===== src/rtl/mix_columns_seq_pkg.sv =====
// Shared widths, sequencer state encodings and GF(2^8) helpers for the
// MixColumns sequencer.
package mix_columns_seq_pkg;

  localparam int AES_STATE_W = 128;
  localparam int AES_COL_W   = 32;

  typedef enum logic [1:0] {
    IDLE = 2'd0,
    BUSY = 2'd1,
    DONE = 2'd2
  } seq_state_e;

  // Multiply by x in GF(2^8) with the AES polynomial 0x11b.
  function automatic logic [7:0] xtime(input logic [7:0] b);
    return {b[6:0], 1'b0} ^ (b[7] ? 8'h1b : 8'h00);
  endfunction

endpackage


===== src/rtl/inv_mix_pre32.sv =====
// Column pre-step that turns a following forward MixColumns into
// InvMixColumns. Compiled only when INV_MIX_EN is defined.
`ifdef INV_MIX_EN
module inv_mix_pre32
  import mix_columns_seq_pkg::*;
(
  input  logic [AES_COL_W-1:0] col,
  output logic [AES_COL_W-1:0] pre
);

  logic [7:0] x [4];
  logic [7:0] t02;
  logic [7:0] t13;

  genvar gi;
  generate
    for (gi = 0; gi < 4; gi++) begin : g_byte
      assign x[gi] = col[AES_COL_W-1-8*gi -: 8];
    end
  endgenerate

  // 4*(x0^x2) and 4*(x1^x3) are shared between the row pairs.
  assign t02 = xtime(xtime(x[0] ^ x[2]));
  assign t13 = xtime(xtime(x[1] ^ x[3]));

  assign pre = {x[0] ^ t02, x[1] ^ t13, x[2] ^ t02, x[3] ^ t13};

endmodule
`endif


===== src/rtl/mixCol32.sv =====
// Combinational forward MixColumns on one 32-bit column (MSB byte = row 0).
module mixCol32
  import mix_columns_seq_pkg::*;
(
  input  logic [AES_COL_W-1:0] col,
  output logic [AES_COL_W-1:0] mixed
);

  logic [7:0] a  [4];
  logic [7:0] a2 [4];

  genvar gi;
  generate
    for (gi = 0; gi < 4; gi++) begin : g_byte
      assign a[gi]  = col[AES_COL_W-1-8*gi -: 8];
      assign a2[gi] = xtime(a[gi]);
    end
    // Row r: 2*a[r] ^ 3*a[r+1] ^ a[r+2] ^ a[r+3]
    for (gi = 0; gi < 4; gi++) begin : g_row
      assign mixed[AES_COL_W-1-8*gi -: 8] = a2[gi] ^ a2[(gi+1)%4] ^ a[(gi+1)%4]
                                          ^ a[(gi+2)%4] ^ a[(gi+3)%4];
    end
  endgenerate

endmodule


===== src/rtl/mix_columns_seq.sv =====
// MixColumns sequencer: one state in, four columns through a shared mixer,
// one state out. Define INV_MIX_EN to add the in_inv port and InvMixColumns.
module mix_columns_seq
  import mix_columns_seq_pkg::*;
(
  input  logic                   clk,
  input  logic                   rst,
  input  logic                   in_valid,
  output logic                   in_ready,
  input  logic [AES_STATE_W-1:0] in_state,
`ifdef INV_MIX_EN
  input  logic                   in_inv,
`endif
  output logic                   out_valid,
  input  logic                   out_ready,
  output logic [AES_STATE_W-1:0] out_state,
  output logic                   busy
);

  seq_state_e             state_reg, state_next;
  logic [1:0]             cnt_reg;
  logic [AES_STATE_W-1:0] data_reg;
  logic                   accept;
  logic [AES_COL_W-1:0]   cols [4];
  logic [AES_COL_W-1:0]   col_sel;
  logic [AES_COL_W-1:0]   mix_in;
  logic [AES_COL_W-1:0]   mix_out;
  logic [3:0]             col_we;

  // FSM next-state and outputs
  always_comb begin
    state_next = state_reg;
    in_ready   = 1'b0;
    out_valid  = 1'b0;
    busy       = 1'b0;
    case (state_reg)
      IDLE: begin
        in_ready = 1'b1;
        if (in_valid) state_next = BUSY;
      end
      BUSY: begin
        busy = 1'b1;
        if (cnt_reg == 2'd3) state_next = DONE;
      end
      DONE: begin
        out_valid = 1'b1;
        in_ready  = out_ready;
        if (out_ready) state_next = in_valid ? BUSY : IDLE;
      end
      default: state_next = IDLE;
    endcase
  end

  assign accept = in_valid & in_ready;

  always_ff @(posedge clk or posedge rst) begin
    if (rst) begin
      state_reg <= IDLE;
      cnt_reg   <= 2'd0;
      data_reg  <= '0;
    end else begin
      state_reg <= state_next;
      if (accept) begin
        cnt_reg  <= 2'd0;
        data_reg <= in_state;
      end else if (busy) begin
        cnt_reg <= cnt_reg + 2'd1;
      end
    end
  end

  genvar gi;
  generate
    for (gi = 0; gi < 4; gi++) begin : g_col
      logic [AES_COL_W-1:0] col_reg;

      assign cols[gi]   = data_reg[AES_STATE_W-1-AES_COL_W*gi -: AES_COL_W];
      assign col_we[gi] = busy & (cnt_reg == 2'(gi));
      assign out_state[AES_STATE_W-1-AES_COL_W*gi -: AES_COL_W] = col_reg;

      always_ff @(posedge clk or posedge rst) begin
        if (rst)              col_reg <= '0;
        else if (col_we[gi])  col_reg <= mix_out;
      end
    end
  endgenerate

  assign col_sel = cols[cnt_reg];

`ifdef INV_MIX_EN
  logic                 inv_reg;
  logic [AES_COL_W-1:0] col_pre;

  always_ff @(posedge clk or posedge rst) begin
    if (rst)         inv_reg <= 1'b0;
    else if (accept) inv_reg <= in_inv;
  end

  inv_mix_pre32 u_pre (
    .col (col_sel),
    .pre (col_pre)
  );

  assign mix_in = inv_reg ? col_pre : col_sel;
`else
  assign mix_in = col_sel;
`endif

  mixCol32 u_mix (
    .col   (mix_in),
    .mixed (mix_out)
  );

endmodule

===== config.mk =====
export PLATFORM = sky130hd
export DESIGN_NAME = mix_columns_seq
export DESIGN_NICKNAME = d
export VERILOG_FILES = /design/src/rtl/mix_columns_seq_pkg.sv /design/src/rtl/inv_mix_pre32.sv /design/src/rtl/mixCol32.sv /design/src/rtl/mix_columns_seq.sv
export SDC_FILE = /design/constraint.sdc
export NUM_CORES = 1
export LEC_CHECK = 0
export BUFFER_PORTS_ARGS = -buffer_cell sky130_fd_sc_hd__buf_2
export CAP_MARGIN = 20
export CELL_PAD_IN_SITES_DETAIL_PLACEMENT = 1
export CELL_PAD_IN_SITES_GLOBAL_PLACEMENT = 2
export CORE_ASPECT_RATIO = 1.5
export CORE_MARGIN = 3
export CORE_UTILIZATION = 42
export DETAILED_ROUTE_END_ITERATION = 10
export PLACE_DENSITY = 0.9
export SETUP_SLACK_MARGIN = 0.2
export SLEW_MARGIN = 15
export SYNTH_ARGS = -nofsm -noshare
export SYNTH_HDL_FRONTEND = slang
export SYNTH_HIERARCHICAL = 1
export SYNTH_SLANG_ARGS = --single-unit

===== constraint.sdc =====
create_clock -name clk -period 22.7 [get_ports clk]
set_clock_uncertainty 0.2 [all_clocks]
set_input_delay 3.405 -clock clk [delete_from_list [all_inputs] [get_ports clk]]
set_output_delay 3.405 -clock clk [all_outputs]
set_load 0.02 [all_outputs]

==> metrics.txt, run 1 <==
library cells used by synthesis 26; outcome complete, no violations; Mapped Area 11900 sq um; CP max FO 3; max cap viols 0; Synth Area in Adders less than 1%; Critical Path RT ~19 ns; # IOs ~260; placed cells 1259; All-Layer GR Usage 19.9%; setup TNS 0 ns; detailed-route via count between 6000 and 7000; final hold viol count 0; path depth of the worst reg2reg path 5; setup bufs post-CTS 0; drt total wl between 30000 and 40000 um; max frequency around 0.13 GHz; DRT antenna net count 0; Port Buffers around 260; first-pass GRT wire length 45600 um; layout cells sized above 1 37.9%; GP Congestion 0.786; Layout Cells excl Fill roughly 1300; largest net degree at the start of global routing 126; Pre-antenna DRT Iters 4; Syn Area/Cell ~17 sq um; Layout Area Growth over Synthesis 20.0%; Die Y 212 um; Seq cells post-synth 260; Via density 5.19; CP Launch Type primary input; DP Wirelength 22700 um; post-synth net total between 800 and 900; DIE WIDTH around 140 um; DRT iter0 DRCs approximately 180; post_cts resized 0; TritonCTS buffer count 25; Slew @ Worst Pin roughly 1 ns; critical path data arrival time about 4.0 ns; core area 27600 sq um; clock root buffer clkbuf_16; worst skew pair latency about 0.53 ns; Layout Nets approximately 1100; fillers between 2000 and 3000; WP depth 4; Synth Warn # 6; sequential fraction of the synthesis area a little over half; Hold Path Class flop to flop; xor/xnor share of the synthesized area a little over a tenth; hold depth 1; grt ovf 0; Synth Area in Compound Gates less than 1%; cells after synthesis ~690; cell row count 74; largest stage delay on the critical path between 0.2 and 0.3 ns; vias in the first global route approximately 7700; max-slew violations 0; Simple-Gate Fraction of Synth Area less than 1%; Slowest cell on crit path and2b_1; largest family of logic cells by synthesized area multiplexers; clk slew on worst S/H paths around 0.070 ns; period utilisation layout 33.4%; CTS H-tree depth 1; hold_buf cts 0; Top cell by count, worst path buf_2; critical path type primary input to primary output; CP Capture Type primary output; RSZ-0062 raised after global routing no; fin crit period about 7.6 ns; CP cell instances buf_2, and2b_1, nor2_1, buf_2; mux cell area share after synthesis a little under a third; DRC 0; Final setup viols 0; family with the most delay on the worst path simple AND/OR/NAND/NOR gates; Starting Density 43.0%; crit path buf inv count 2; CTS tree built; initial antenna violation count 10; Slew HR approximately a third; die area approximately 30000 sq um; wire length per cell roughly 23 um; clock buffer depth 3; clock sink total 260
[layout by cell type (no fill, tap or decap), drive strengths merged, types with 4 or more instances in the layout]
master | Yosys | final
buf | 34 | 268
clkbuf | 8 | 29
clkinv | 0 | 7
clkinvlp | 0 | 4
dfrtp | 260 | 260
diode | 0 | 7
ha | 4 | 4
inv | 5 | 8
mux2 | 257 | 257
mux4 | 32 | 32
nand2 | 4 | 4
xnor2 | 20 | 20
xnor3 | 33 | 33
xor2 | 14 | 14
xor3 | 10 | 10
[worst reg2reg max path, cell delays in order (launching register included)]
cell and delay [ns]:
dfrtp_2 0.59, buf_4 0.55, mux4_2 0.73, xnor3_1 0.49
xnor3_1 0.54, mux2_1 0.34
[final timing paths]
kind                                                     to  slack [ns]                             from
max                                                in_ready       15.11                        out_ready
max reg2reg                g_col[0].col_reg[11]$_DFFE_PP0P_       19.15           cnt_reg[0]$_DFFE_PP0P_
min                         g_col[1].col_reg[5]$_DFFE_PP0P_        0.28  g_col[1].col_reg[5]$_DFFE_PP0P_
min reg2reg                 g_col[1].col_reg[5]$_DFFE_PP0P_        0.28  g_col[1].col_reg[5]$_DFFE_PP0P_
min in group asynchronous              cols[86]$_DFFE_PP0P_        2.81                              rst
max in group asynchronous             cols[104]$_DFFE_PP0P_       17.13                              rst
[synthesized netlist by cell type, drive strengths merged]
library cell	number	share of area, %
nor3b	1	0.11
o21ai	1	0.042
xor2	14	1.1
inv	5	0.16
dfrtp	260	55
xnor3	33	6.3
and2b	1	0.063
nand2b	1	0.053
xnor2	20	1.5
a21o	1	0.063
o21bai	1	0.063
ha	4	0.42
buf	34	2.3
nor2	1	0.032
mux2	257	24
a22o	2	0.15
nor2b	1	0.053
xor3	10	2.0
mux4	32	6.1
clkbuf	8	0.25
nand2	4	0.21
[layer usage]
layer / wire, um / part of all wire, % / GRT usage, % / up-vias
li1: - / - / - / 3002
met1: 11400 / 37 / 22.7 / 3527
met2: 16200 / 53 / 35.7 / 206
met3: 1530 / 5.0 / 3.82 / 67
met4: 1480 / 4.8 / 8.90 / 4
met5: 34 / 0.11 / 0 / -
[metrics by stage]
step	utilization (%)	setup WS, ns	instance area [sq um]	hold WS, ns
global placement	48.5	15.12	13400	0.261
finish	51.7	15.11	14300	0.283
global route	51.7	15.06	14300	0.298
floorplan	-	11.94	11900	0.252
CTS	51.6	15.11	14200	0.288
detailed placement	48.5	15.11	13400	0.273
[kinds of logic after synthesis]
| logic type | count (synthesis) |
|---|---|
| mux | 289 |
| flops | 260 |
| xor+xnor | 77 |
| buf+inv | 47 |
| simple gates | 9 |
| compound gates | 5 |
| fa+ha+maj | 4 |
[layout make-up]
class / count / area, sq um / share of cell area [%]
inverter: 5 / 26.3 / 0.184
timing repair buffer: 268 / 1360 / 9.51
multi-input combinational: 384 / 5060 / 35.5
sequential: 260 / 6510 / 45.7
antenna: 7 / 17.5 / 0.123
tap: 342 / 428 / 3.00
clock inverter: 17 / 191 / 1.34
clock buffer: 29 / 671 / 4.70
Power of run 1 is left out: the tool's default activity adds up to more than one toggle a clock period on the data nets, which glitch-free logic cannot reach.
==> run 2: changes to the inputs <==
--- a/config.mk
+++ b/config.mk
@@ -5,15 +5,16 @@
 export SDC_FILE = /design/constraint.sdc
 export NUM_CORES = 1
 export LEC_CHECK = 0
+export ABC_AREA = 1
 export BUFFER_PORTS_ARGS = -buffer_cell sky130_fd_sc_hd__buf_2
 export CAP_MARGIN = 20
 export CELL_PAD_IN_SITES_DETAIL_PLACEMENT = 1
 export CELL_PAD_IN_SITES_GLOBAL_PLACEMENT = 2
 export CORE_ASPECT_RATIO = 1.5
 export CORE_MARGIN = 3
-export CORE_UTILIZATION = 42
+export CORE_UTILIZATION = 31
 export DETAILED_ROUTE_END_ITERATION = 10
-export PLACE_DENSITY = 0.9
+export PLACE_DENSITY = 0.84
 export SETUP_SLACK_MARGIN = 0.2
 export SLEW_MARGIN = 15
 export SYNTH_ARGS = -nofsm -noshare
==> constraint.sdc (replaced) <==
create_clock -name clk -period 7.72 [get_ports clk]
set_clock_uncertainty 0.2 [all_clocks]
set_input_delay 1.158 -clock clk [delete_from_list [all_inputs] [get_ports clk]]
set_output_delay 1.158 -clock clk [all_outputs]
set_load 0.02 [all_outputs]
==> metrics.txt, run 2 <==
largest net degree at the start of global routing 176 (+40%); Synth Warn # 6 (unchanged); DRT antenna net count 0 (unchanged); sequential fraction of the synthesis area 50.1% (-4.7 points); core area 41200 sq um (+49%); Mapped Area 13000 sq um (+9.3%); FF/Latch Area 6510 sq um (about the same); clock sink total 260 (unchanged); Layout Nets 2114 (+96%); Starting Density 31.5% (-12 points); area of the multi-input gates 5680 sq um (+12%); Async SR Flop Fraction 100% (unchanged); first-pass GRT wire length 69700 um (+53%); DRC 0 (unchanged); CTS H-tree depth 1 (unchanged); cells after synthesis 1766 (+160%); commonest non-fill, non-tap cells in the layout 1010 x nand2_1, 262 x buf_2, 259 x dfrtp_1; max-slew violations 0 (unchanged); Slew HR 26.8% (-6.2 points); die area 44400 sq um (+46%); Die Y 257 um (+21%); GP Congestion 0.837 (+6.4%); CP Capture Type flop; largest stage delay on the critical path 0.70 ns (+0.45 ns); CTS tree built; DIE WIDTH 173 um (+21%); Layout Area Growth over Synthesis 19.9%; setup TNS 0 ns (unchanged); Seq cells post-synth 260 (unchanged); number of synthesized flops with an enable pin 0 (unchanged); final setup margin 4.26 ns (-10.85 ns); Synth area leaders dfrtp_1 50%, nand2_1 29%, nand3_1 6.9%; Fin Hold WS 0.263 ns (-0.0195 ns); wire length per cell 17.6 um (-25%); period utilisation layout around 45%; max cap viols 0 (unchanged); antenna cells 0 (-7); Main synth FF type dfrtp_1; top post-synthesis cells by count 1012 x nand2_1, 260 x dfrtp_1, 180 x nand3_1; critical path type flop to flop; fillers 5220 (+93%); fin crit period about 3.5 ns; post-place setup slack 4.03 ns (-11.08 ns); commonest non-fill, non-tap cell in the layout nand2_1; Slowest cell on crit path dfrtp_2; Critical Path RT 7.99 ns (-11.11 ns); clk slew on worst S/H paths 0.06 ns (about the same); Hold Path Class flop to flop; post-synth net total 1902 (+130%); CP max FO 74 (+71); fin util 37.8% (-14 points); Final setup viols 0 (unchanged); max frequency slightly below 0.3 GHz; drt total wl 44900 um (+46%); layout cells sized above 1 18.5% (-19 points); CP cell instances buf_4, or2_2, nand3_1, nand2_1, xor2_1, nand2_1, nand2_1, xor2_1, nand2_1, nand2_1; CP Launch Type flop; DP Wirelength 33800 um (+49%); setup bufs post-CTS 0 (unchanged); All-Layer GR Usage 19.7% (-0.10 points); Slew @ Worst Pin 1.10 ns (+0.0966 ns); worst skew pair latency 0.54 ns (about the same); vias in the first global route 12400 (+62%); Top cell by count, worst path nand2_1; DRT iter0 DRCs 604 (+230%); hold_buf cts 0 (unchanged); TritonCTS buffer count 27 (+8.0%); # IOs 263 (unchanged); clock buffer depth 3 (unchanged); outcome complete, no violations; crit path buf inv count 1 (-1); post_cts resized 0 (unchanged); detailed-route via count 11700 (+73%); initial antenna violation count 0 (-10); library cells used by synthesis 24 (-7.7%); critical path data arrival time 3.73 ns (-0.25 ns); Port Buffers 262 (unchanged); grt ovf 0 (unchanged); RSZ-0062 raised after global routing no; clock root buffer clkbuf_16; Syn Area/Cell 7.35 sq um (-57%); final hold viol count 0 (unchanged); family with the most delay on the worst path simple AND/OR/NAND/NOR gates; Via density 4.61 (-11%); Pre-antenna DRT Iters 4 (unchanged); post-synth top area cell dfrtp_1; count leader, synth nand2_1; Yosys top cell area share 50.1% (-4.7 points); cell row count 91 (+23%)
==> run 2: final cells by class <==
type / count / share of cell area (%)
well taps: 558 / 4.49
flip-flops and latches: 260 / 41.8
repair buffers: 278 / 9.28
clock buffers: 33 / 4.74
clock inverters: 10 / 0.876
multi-input cells: 1315 / 36.5
inverters: 96 / 2.34
==> run 2: cells by family (layout without fill, tap and decap cells) <==
| logic type | count (synthesis) | count (layout) | share of synthesized area [%] |
|---|---|---|---|
| fa+ha+maj | 4 | 4 | 0.385 |
| simple gates | 1244 | 1244 | 38.6 |
| xor+xnor | 64 | 64 | 4.37 |
| compound gates | 3 | 3 | 0.135 |
| buf+inv | 191 | 417 | 6.44 |
| flops | 260 | 260 | 50.1 |
==> run 2: worst paths after layout <==
path	startpoint	endpoint	slack, ns	cells after the start
max	cnt_reg[0]$_DFFE_PP0P_	g_col[0].col_reg[15]$_DFFE_PP0P_	4.26	10
min	cols[125]$_DFFE_PP0P_	cols[125]$_DFFE_PP0P_	0.26	2
max reg2reg	cnt_reg[0]$_DFFE_PP0P_	g_col[0].col_reg[15]$_DFFE_PP0P_	4.26	10
min reg2reg	cols[125]$_DFFE_PP0P_	cols[125]$_DFFE_PP0P_	0.26	2
max in group asynchronous	rst	cnt_reg[0]$_DFFE_PP0P_	5.60	3
min in group asynchronous	rst	g_col[1].col_reg[17]$_DFFE_PP0P_	0.37	2
==> run 2: stage by stage <==
stage,instances,area [sq um]
final,2550,15600
after floorplan,1766,13000
after CTS,2550,15600
after global routing,2550,15600
after global placement,2507,14700
after detailed placement,2507,14700
==> run 2: worst register-to-register path: stages, from the launching register on <==
cell and delay [ns]:
dfrtp_2 0.70, buf_4 0.63, or2_2 0.28, nand3_1 0.07, nand2_1 0.35, xor2_1 0.24, nand2_1 0.09, nand2_1 0.08
xor2_1 0.52, nand2_1 0.12, nand2_1 0.10
==> run 2: routing by layer <==
metal	GRT usage, %	vias up	share of wire (%)
li1	-	5760	-
met1	22.4	5700	40
met2	38.4	228	55
met3	1.81	57	2.7
met4	6.42	0	3.1
met5	0	-	0
Power of run 2 is left out for the same reason.
